`src/rtl/mem_request_master.sv`:
```
// Initiator front end for memory_controller: buffers upstream commands in a FIFO,
// issues one controller transaction at a time, and returns in-order responses.
module mem_request_master #(
  parameter int FIFO_DEPTH     = 4,
  parameter int TIMEOUT_CYCLES = 16
) (
  input  logic       clk,
  input  logic       reset,
  input  logic       cmd_valid,
  output logic       cmd_ready,
  input  logic       cmd_we,
  input  logic [7:0] cmd_addr,
  input  logic [7:0] cmd_wdata,
  output logic       rsp_valid,
  input  logic       rsp_ready,
  output logic       rsp_we,
  output logic [7:0] rsp_rdata,
  output logic       rsp_timeout,
  output logic       mc_read_en,
  output logic       mc_write_en,
  output logic [7:0] mc_addr,
  output logic [7:0] mc_wdata,
  input  logic [7:0] mc_rdata,
  input  logic       mc_ready,
  output logic       busy,
  output logic [15:0] txn_count,
  output logic [7:0] err_count
);
  localparam int AW = $clog2(FIFO_DEPTH);
  localparam int CW = $clog2(TIMEOUT_CYCLES + 1);
  localparam logic [AW:0]   DEPTH_C = (AW+1)'(FIFO_DEPTH);
  localparam logic [CW-1:0] TMO_C   = CW'(TIMEOUT_CYCLES);

  typedef enum logic [1:0] {IDLE, ISSUE, WAIT, RESP} state_e;

  state_e        state_q, state_d;
  logic [16:0]   fifo_q [FIFO_DEPTH];
  logic [AW-1:0] rd_ptr_q, rd_ptr_d, wr_ptr_q, wr_ptr_d;
  logic [AW:0]   cnt_q, cnt_d;
  logic [CW-1:0] tmo_q, tmo_d, tmo_inc;
  logic          we_q, we_d, rd_en_q, rd_en_d, wr_en_q, wr_en_d;
  logic [7:0]    addr_q, addr_d, wdata_q, wdata_d;
  logic          rvld_q, rvld_d, rwe_q, rwe_d, rto_q, rto_d;
  logic [7:0]    rdata_q, rdata_d;
  logic [15:0]   txn_q, txn_d;
  logic [7:0]    err_q, err_d;
  logic          full, empty, push, pop;
  logic [16:0]   head;

  assign full      = (cnt_q == DEPTH_C);
  assign empty     = (cnt_q == '0);
  assign cmd_ready = reset & ~full;
  assign push      = cmd_valid & cmd_ready;
  assign pop       = (state_q == IDLE) & ~empty;
  assign head      = fifo_q[rd_ptr_q];
  assign tmo_inc   = tmo_q + CW'(1);

  always_comb begin
    state_d  = state_q;
    rd_ptr_d = rd_ptr_q;
    wr_ptr_d = wr_ptr_q;
    cnt_d    = cnt_q;
    tmo_d    = tmo_q;
    we_d     = we_q;
    rd_en_d  = rd_en_q;
    wr_en_d  = wr_en_q;
    addr_d   = addr_q;
    wdata_d  = wdata_q;
    rvld_d   = rvld_q;
    rwe_d    = rwe_q;
    rto_d    = rto_q;
    rdata_d  = rdata_q;
    txn_d    = txn_q;
    err_d    = err_q;

    if (push) wr_ptr_d = wr_ptr_q + AW'(1);
    if (pop)  rd_ptr_d = rd_ptr_q + AW'(1);
    if (push && !pop)      cnt_d = cnt_q + (AW+1)'(1);
    else if (pop && !push) cnt_d = cnt_q - (AW+1)'(1);

    case (state_q)
      IDLE: if (!empty) begin
        we_d    = head[16];
        addr_d  = head[15:8];
        wdata_d = head[7:0];
        wr_en_d = head[16];
        rd_en_d = ~head[16];
        state_d = ISSUE;
      end
      ISSUE: begin
        rd_en_d = 1'b0;
        wr_en_d = 1'b0;
        tmo_d   = '0;
        state_d = WAIT;
      end
      WAIT: begin
        // A ready arriving on the timeout edge still completes normally.
        if (mc_ready) begin
          rdata_d = we_q ? 8'h00 : mc_rdata;
          rto_d   = 1'b0;
          rwe_d   = we_q;
          rvld_d  = 1'b1;
          state_d = RESP;
        end else begin
          tmo_d = tmo_inc;
          if (tmo_inc == TMO_C) begin
            rdata_d = 8'h00;
            rto_d   = 1'b1;
            rwe_d   = we_q;
            rvld_d  = 1'b1;
            state_d = RESP;
          end
        end
      end
      RESP: if (rsp_ready) begin
        rvld_d  = 1'b0;
        txn_d   = txn_q + 16'd1;
        if (rto_q && err_q != 8'hFF) err_d = err_q + 8'd1;
        state_d = IDLE;
      end
      default: state_d = IDLE;
    endcase
  end

  always_ff @(posedge clk) begin
    if (!reset) begin
      state_q  <= IDLE;
      rd_ptr_q <= '0;
      wr_ptr_q <= '0;
      cnt_q    <= '0;
      tmo_q    <= '0;
      we_q     <= 1'b0;
      rd_en_q  <= 1'b0;
      wr_en_q  <= 1'b0;
      addr_q   <= 8'h00;
      wdata_q  <= 8'h00;
      rvld_q   <= 1'b0;
      rwe_q    <= 1'b0;
      rto_q    <= 1'b0;
      rdata_q  <= 8'h00;
      txn_q    <= 16'h0000;
      err_q    <= 8'h00;
    end else begin
      state_q  <= state_d;
      rd_ptr_q <= rd_ptr_d;
      wr_ptr_q <= wr_ptr_d;
      cnt_q    <= cnt_d;
      tmo_q    <= tmo_d;
      we_q     <= we_d;
      rd_en_q  <= rd_en_d;
      wr_en_q  <= wr_en_d;
      addr_q   <= addr_d;
      wdata_q  <= wdata_d;
      rvld_q   <= rvld_d;
      rwe_q    <= rwe_d;
      rto_q    <= rto_d;
      rdata_q  <= rdata_d;
      txn_q    <= txn_d;
      err_q    <= err_d;
    end
  end

  // Storage needs no reset; the pointers define which entries are live.
  always_ff @(posedge clk) begin
    if (push) fifo_q[wr_ptr_q] <= {cmd_we, cmd_addr, cmd_wdata};
  end

  assign busy        = ~empty | (state_q != IDLE);
  assign mc_read_en  = rd_en_q;
  assign mc_write_en = wr_en_q;
  assign mc_addr     = addr_q;
  assign mc_wdata    = wdata_q;
  assign rsp_valid   = rvld_q;
  assign rsp_we      = rwe_q;
  assign rsp_rdata   = rdata_q;
  assign rsp_timeout = rto_q;
  assign txn_count   = txn_q;
  assign err_count   = err_q;
endmodule

```
`config.mk`:
```
export PLATFORM = sky130hd
export DESIGN_NAME = mem_request_master
export DESIGN_NICKNAME = d
export VERILOG_FILES = /design/src/rtl/mem_request_master.sv
export SDC_FILE = /design/constraint.sdc
export NUM_CORES = 1
export LEC_CHECK = 0
export CAP_MARGIN = 15
export CORE_UTILIZATION = 53
export CTS_BUF_LIST = sky130_fd_sc_hd__clkbuf_16
export DETAILED_ROUTE_END_ITERATION = 16
export GPL_ROUTABILITY_DRIVEN = 0
export PLACE_DENSITY = 0.79
export SYNTH_ARGS = -nofsm -noshare
export SYNTH_HDL_FRONTEND = slang
export SYNTH_SLANG_ARGS = --single-unit
```
`constraint.sdc`:
```
create_clock -name clk -period 2.9 [get_ports clk]
set_input_delay 0.58 -clock clk [delete_from_list [all_inputs] [get_ports clk]]
set_output_delay 0.58 -clock clk [all_outputs]
set_load 0.02 [all_outputs]
```
==> results of run 1 <==
cell usage after synthesis (4+ instances only):
master	instances
dfxtp_1	70
edfxtp_1	68
nand2_1	62
nor2_1	39
a21oi_1	24
nand3_1	19
mux4_2	17
o21ai_0	16
xor2_1	13
ha_1	12
xnor2_1	12
inv_1	9
nand4_1	7
and3_1	6
buf_2	6
nor3_1	6
clkbuf_1	5
and2_1	4
buf_4	4
mux2i_1	4
routing by layer:
metal | routed length (µm) | vias up | part of all wire | GRT usage
li1 | - | 1771 | - | -
met1 | 4870 | 1822 | 0.43 | 0.270
met2 | 5860 | 139 | 0.51 | 0.385
met3 | 510 | 21 | 0.045 | 0.0414
met4 | 190 | 0 | 0.017 | 0.108
met5 | 0 | - | 0 | 0
power breakdown:
part           switching, µW  internal (µW)  total (µW)
Combinational            790            642        1430
Sequential               167           2260        2430
Clock                    869           1190        2060
cell type report:
type                            count  area [µm²]
Clock buffer                       17         425
Clock inverter                     15         140
Fill cell                         669        2830
Inverter                           11        41.3
Multi-Input combinational cell    274        1940
Sequential cell                   138        3440
Tap cell                          133         166
Timing Repair Buffer               96         931
flip-flops by register name, summed over array words and instances, names as in the netlist, 3 cells and up, named ones only:
| register | cells |
|---|---|
| mc_wdata | 8 |
| cnt_q | 3 |
| fifo_q | 68 |
| err_count | 8 |
| txn_count | 16 |
| tmo_q | 5 |
| mc_addr | 8 |
| rsp_rdata | 8 |
kinds of logic (layout without fill, tap and decap cells):
logic type / Yosys count / after routing / share of synthesized area
AOI/OAI and AO/OA: 54 / 54 / 0.0634
xor gates and xnor gates: 25 / 25 / 0.0397
adders and majority gates: 13 / 13 / 0.0309
buffers and inverters: 29 / 139 / 0.0238
DFF: 138 / 138 / 0.625
muxes: 22 / 22 / 0.0788
and+or+nand+nor: 160 / 160 / 0.139
worst register-to-register path: cells and delay by family (launching register included):
kind / cells / cell delay [ns]
adders and majority gates: 3 / 0.81
AOI/OAI and AO/OA: 1 / 0.14
buffers and inverters: 3 / 0.23
DFF: 1 / 0.38
and+or+nand+nor: 2 / 0.49
xor gates and xnor gates: 1 / 0.15
stage by stage:
step	cells	hold slack (ns)	total power, µW	setup WS [ns]	area, µm²
2_1_floorplan	441	0.450	3350	0.460	5510
3_3_place_gp	652	0.445	3830	0.186	6520
3_5_place_dp	652	0.450	3870	0.189	6520
4_1_cts	684	0.459	5950	0.318	7080
5_1_grt	684	0.479	6170	0.250	7080
6_report	684	0.457	5920	0.320	7080
path summary, 6_finish.rpt:
path,to,cells past startpoint
min reg2reg,mc_wdata[5],2
max reg2reg,cnt_q[2],10
min,mc_wdata[5],2
max,cmd_ready,5
==> results.sh, run 1 <==
export IMPL_post_cts_setup_buffer_count=0
export IMPL_cts_buffers=17
export IMPL_die_y_um=104
export IMPL_via_count=3753
export IMPL_start_util=0.556
export IMPL_first_pass_iters=5
export IMPL_rsz0062_at_grt="no"
export IMPL_cp_slowest_cell="clkdlybuf4s50_1"
export IMPL_grt_max_degree=55
export IMPL_hp_class="flip-flop to flip-flop"
export IMPL_p_leak_uw=0.00249
export IMPL_synthFlopType="dfxtp_1"
export IMPL_worstPathArrival_ns=2.00
export IMPL_yosys_area_top_type="edfxtp_1"
export IMPL_setup_worst_path_start="reset"
export IMPL_vdd_drop_max_mv=0.470
export IMPL_grt_use_total=0.223
export IMPL_num_rows=36
export IMPL_drv_slew=0
export IMPL_wl_mm=11.4
export IMPL_fin_crit_sh=0.890
export IMPL_synthTopCellsByArea="edfxtp_1, dfxtp_1, mux4_2"
export IMPL_antenna_found_initial=0
export IMPL_synth_async_reset_ratio=0
export IMPL_htreeDepth=4
export IMPL_syn_inst=441
export IMPL_synth_edf_count=68
export IMPL_endpoint_kind="output port"
export IMPL_slew_limit_headroom=0.594
export IMPL_path_cells="clkdlybuf4s50_1 -> inv_2 -> a21oi_2 -> buf_4 -> clkdlybuf4s50_1"
export IMPL_drt_iter0_markers=163
export IMPL_reg2reg_slack_ns=0.65
export IMPL_syn_area_per_cell_um2=12.5
export IMPL_wl_per_cell_um=16.7
export IMPL_gr_total_overflow=0
export IMPL_power_density_mw_per_mm2=836
export IMPL_cts_resized=0
export IMPL_grt_pass1_vias=3784
export IMPL_required_ns=2.32
export IMPL_io_pin_count=85
export IMPL_drive_gt1_frac=0.134
export IMPL_netlist_area_mm2=0.00551
export IMPL_synth_seq_cells=138
export IMPL_yosysWarningCount=0
export IMPL_root_buffer="clkbuf_16"
export IMPL_io_buffers=84
export IMPL_final_cell_mix="clkdlybuf4s50_1, dfxtp_1, edfxtp_1"
export IMPL_cts_tree="yes"
export IMPL_synth_top_area_frac=0.371
export IMPL_r2r_start="state_q[0]"
export IMPL_path_class="primary input to output port"
export IMPL_cts_clk_slew_worst_paths_ns=0.06
export IMPL_syn_to_final_growth_pct=28.5
export IMPL_grt_pass1_wl_mm=18.6
export IMPL_status="finished, final reports clean"
export IMPL_setup_tns_ns=0
export IMPL_max_stage_delay_ns=0.59
export IMPL_finalHoldViolations=0
export IMPL_fin_nets=581
export IMPL_path_delay_family="buffers and inverters"
export IMPL_via_per_inst=5.49
export IMPL_drc=0
export IMPL_finish_utilization=0.715
export IMPL_cp_num_buf_inv=4
export IMPL_synthesis_nets=484
export IMPL_cts_sinks=138
export IMPL_clkLatencyLatePin_ns=0.42
export IMPL_die_area_mm2=0.0108
export IMPL_ctsLongestPathBuffers=2
export IMPL_core_area_mm2=0.00991
export IMPL_n_antenna_cell=0
export IMPL_fp_dieW_um=104
export IMPL_setup_viol=0
export IMPL_critPathMostFrequentCell="clkdlybuf4s50_1"
export IMPL_ys_seq_area_frac=0.625
export IMPL_final_common_cell="clkdlybuf4s50_1"
export IMPL_max_cap_violations=0
export IMPL_skew_ns=0.00795
export IMPL_min_delay_start="mc_wdata[5]"
export IMPL_ant_nets=0
export IMPL_cts_hold_buf=0
export IMPL_fmaxAchievable_mhz=388
export IMPL_tightest_slew_ns=0.609
export IMPL_fin_crit_ns=2.58
export IMPL_dpl_hpwl_mm=6.95
export IMPL_start_kind="primary input"
export IMPL_path_max_fanout=5
export IMPL_yosysUniqueCellTypes=51
No activity file was read; power rests on OpenSTA's default activity.
==> run 2: changes to the inputs <==
MAX_ROUTING_LAYER = met4   (was not set)
==> results.sh, run 2 (synthesis gave the netlist of run 1 again) <==
export IMPL_vdd_drop_max_mv=0.468
export IMPL_hp_class="flip-flop to flip-flop"
export IMPL_htreeDepth=4
export IMPL_gr_total_overflow=0
export IMPL_final_common_cell="clkdlybuf4s50_1"
export IMPL_cp_num_buf_inv=4
export IMPL_n_fill_cell=669
export IMPL_setup_tns_ns=0
export IMPL_hold_end="mc_wdata[5]"
export IMPL_cts_buffers=17
export IMPL_die_area_mm2=0.0108
export IMPL_power_density_mw_per_mm2=834
export IMPL_grt_use_total=0.230
export IMPL_path_class="primary input to output port"
export IMPL_n_antenna_cell=0
export IMPL_wl_mm=11.3
export IMPL_finish_utilization=0.715
export IMPL_io_buffers=84
export IMPL_antenna_found_initial=0
export IMPL_setup_worst_path_start="reset"
export IMPL_dpl_hpwl_mm=6.95
export IMPL_start_util=0.556
export IMPL_skew_ns=0.00765
export IMPL_worstRegToRegCells=10
export IMPL_fp_dieW_um=104
export IMPL_first_pass_iters=4
export IMPL_largest_register_ffs=68
export IMPL_status="finished, final reports clean"
export IMPL_path_cells="clkdlybuf4s50_1 -> inv_2 -> a21oi_2 -> buf_4 -> clkdlybuf4s50_1"
export IMPL_start_kind="primary input"
export IMPL_core_area_mm2=0.00991
export IMPL_r2r_end="cnt_q[2]"
export IMPL_min_delay_start="mc_wdata[5]"
export IMPL_worstHoldPathCells=2
export IMPL_path_max_fanout=5
export IMPL_num_rows=36
export IMPL_syn_to_final_growth_pct=28.5
export IMPL_cp_slowest_cell="clkdlybuf4s50_1"
export IMPL_clkLatencyLatePin_ns=0.41
export IMPL_worstPathArrival_ns=2.00
export IMPL_grt_max_degree=55
export IMPL_multi_input_area_mm2=0.00194
export IMPL_seqCellArea_mm2=0.00344
export IMPL_fmaxAchievable_mhz=388
export IMPL_endpoint_kind="output port"
export IMPL_drt_iter0_markers=143
export IMPL_p_leak_uw=0.00249
export IMPL_cts_sinks=138
export IMPL_die_y_um=104
export IMPL_top_register="fifo_q"
export IMPL_tightest_slew_ns=0.601
export IMPL_grt_pass1_wl_mm=18.6
export IMPL_cts_hold_buf=0
export IMPL_finalHoldViolations=0
export IMPL_r2r_start="state_q[0]"
export IMPL_root_buffer="clkbuf_16"
export IMPL_ant_nets=0
export IMPL_grt_pass1_vias=3790
export IMPL_fin_crit_ns=2.58
export IMPL_path_delay_family="buffers and inverters"
export IMPL_via_per_inst=5.49
export IMPL_fin_nets=581
export IMPL_critPathMostFrequentCell="clkdlybuf4s50_1"
export IMPL_final_cell_mix="clkdlybuf4s50_1, dfxtp_1, edfxtp_1"
export IMPL_io_pin_count=85
export IMPL_drive_gt1_frac=0.134
export IMPL_max_stage_delay_ns=0.59
export IMPL_slew_limit_headroom=0.599
export IMPL_ctsLongestPathBuffers=2
export IMPL_post_cts_setup_buffer_count=0
export IMPL_wl_per_cell_um=16.5
export IMPL_fin_crit_sh=0.889
export IMPL_final_cell_area_mm2=0.00708
export IMPL_cts_tree="yes"
export IMPL_via_count=3754
export IMPL_reg2reg_slack_ns=0.65
export IMPL_setup_viol=0
export IMPL_cts_resized=0
export IMPL_cts_clk_slew_worst_paths_ns=0.06
export IMPL_drv_slew=0
export IMPL_post_dp_cell_area_mm2=0.00652
export IMPL_required_ns=2.32
export IMPL_max_cap_violations=0
export IMPL_drc=0
export IMPL_rsz0062_at_grt="no"
[run 2: cell counts in the layout (fill, tap and decap cells not counted)]
Identical to the previous run, type by type.
[run 2: worst max path at each step]
stage | end | slack, ns | cells past startpoint
floorplan | cnt_q[2] | 0.46 | 10
global placement | cnt_q[2] | 0.19 | 10
detailed placement | cnt_q[2] | 0.19 | 10
CTS | cmd_ready | 0.32 | 5
global route | cmd_ready | 0.25 | 5
finish | cmd_ready | 0.32 | 5
[run 2: stage by stage]
| step | std cells | setup slack [ns] | hold slack, ns | total power [µW] |
|---|---|---|---|---|
| after floorplan | 441 | 0.460 | 0.450 | 3350 |
| after global placement | 652 | 0.186 | 0.445 | 3830 |
| after detailed placement | 652 | 0.189 | 0.450 | 3870 |
| after CTS | 684 | 0.318 | 0.459 | 5950 |
| after global routing | 684 | 0.250 | 0.479 | 6160 |
| final | 684 | 0.323 | 0.457 | 5910 |
[run 2: power by group]
part	switching, µW	internal (µW)
combinational	785	642
clock	860	1190
sequential	165	2260
[run 2: area by class of cell]
| type | count | share of cell area |
|---|---|---|
| timing repair buffer | 96 | 0.131 |
| tap | 133 | 0.0235 |
| clock inverter | 15 | 0.0198 |
| multi-input combinational | 274 | 0.273 |
| inverter | 11 | 0.00583 |
| clock buffer | 17 | 0.0601 |
| sequential | 138 | 0.486 |
[run 2: metal layers]
metal  track usage  up-vias  wire, µm
met3        0.0414       19       618
met5             -        -         0
li1              -     1775         -
met1         0.271     1829      4760
met2         0.383      131      5780
met4         0.111        0       156
[run 2: worst reg2reg max path, delay by kind of cell (launching register included)]
family | cells | cell delay, ns
simple gates | 2 | 0.48
flops | 1 | 0.38
compound gates | 1 | 0.14
fa+ha+maj | 3 | 0.81
buf+inv | 3 | 0.22
xor+xnor | 1 | 0.15
==> run 3: changes to the inputs <==
SKIP_CTS_REPAIR_TIMING = 1   (was not set)
==> results of run 3 <==
No change in the layout: final DEF, timing and power equal those of run 2.
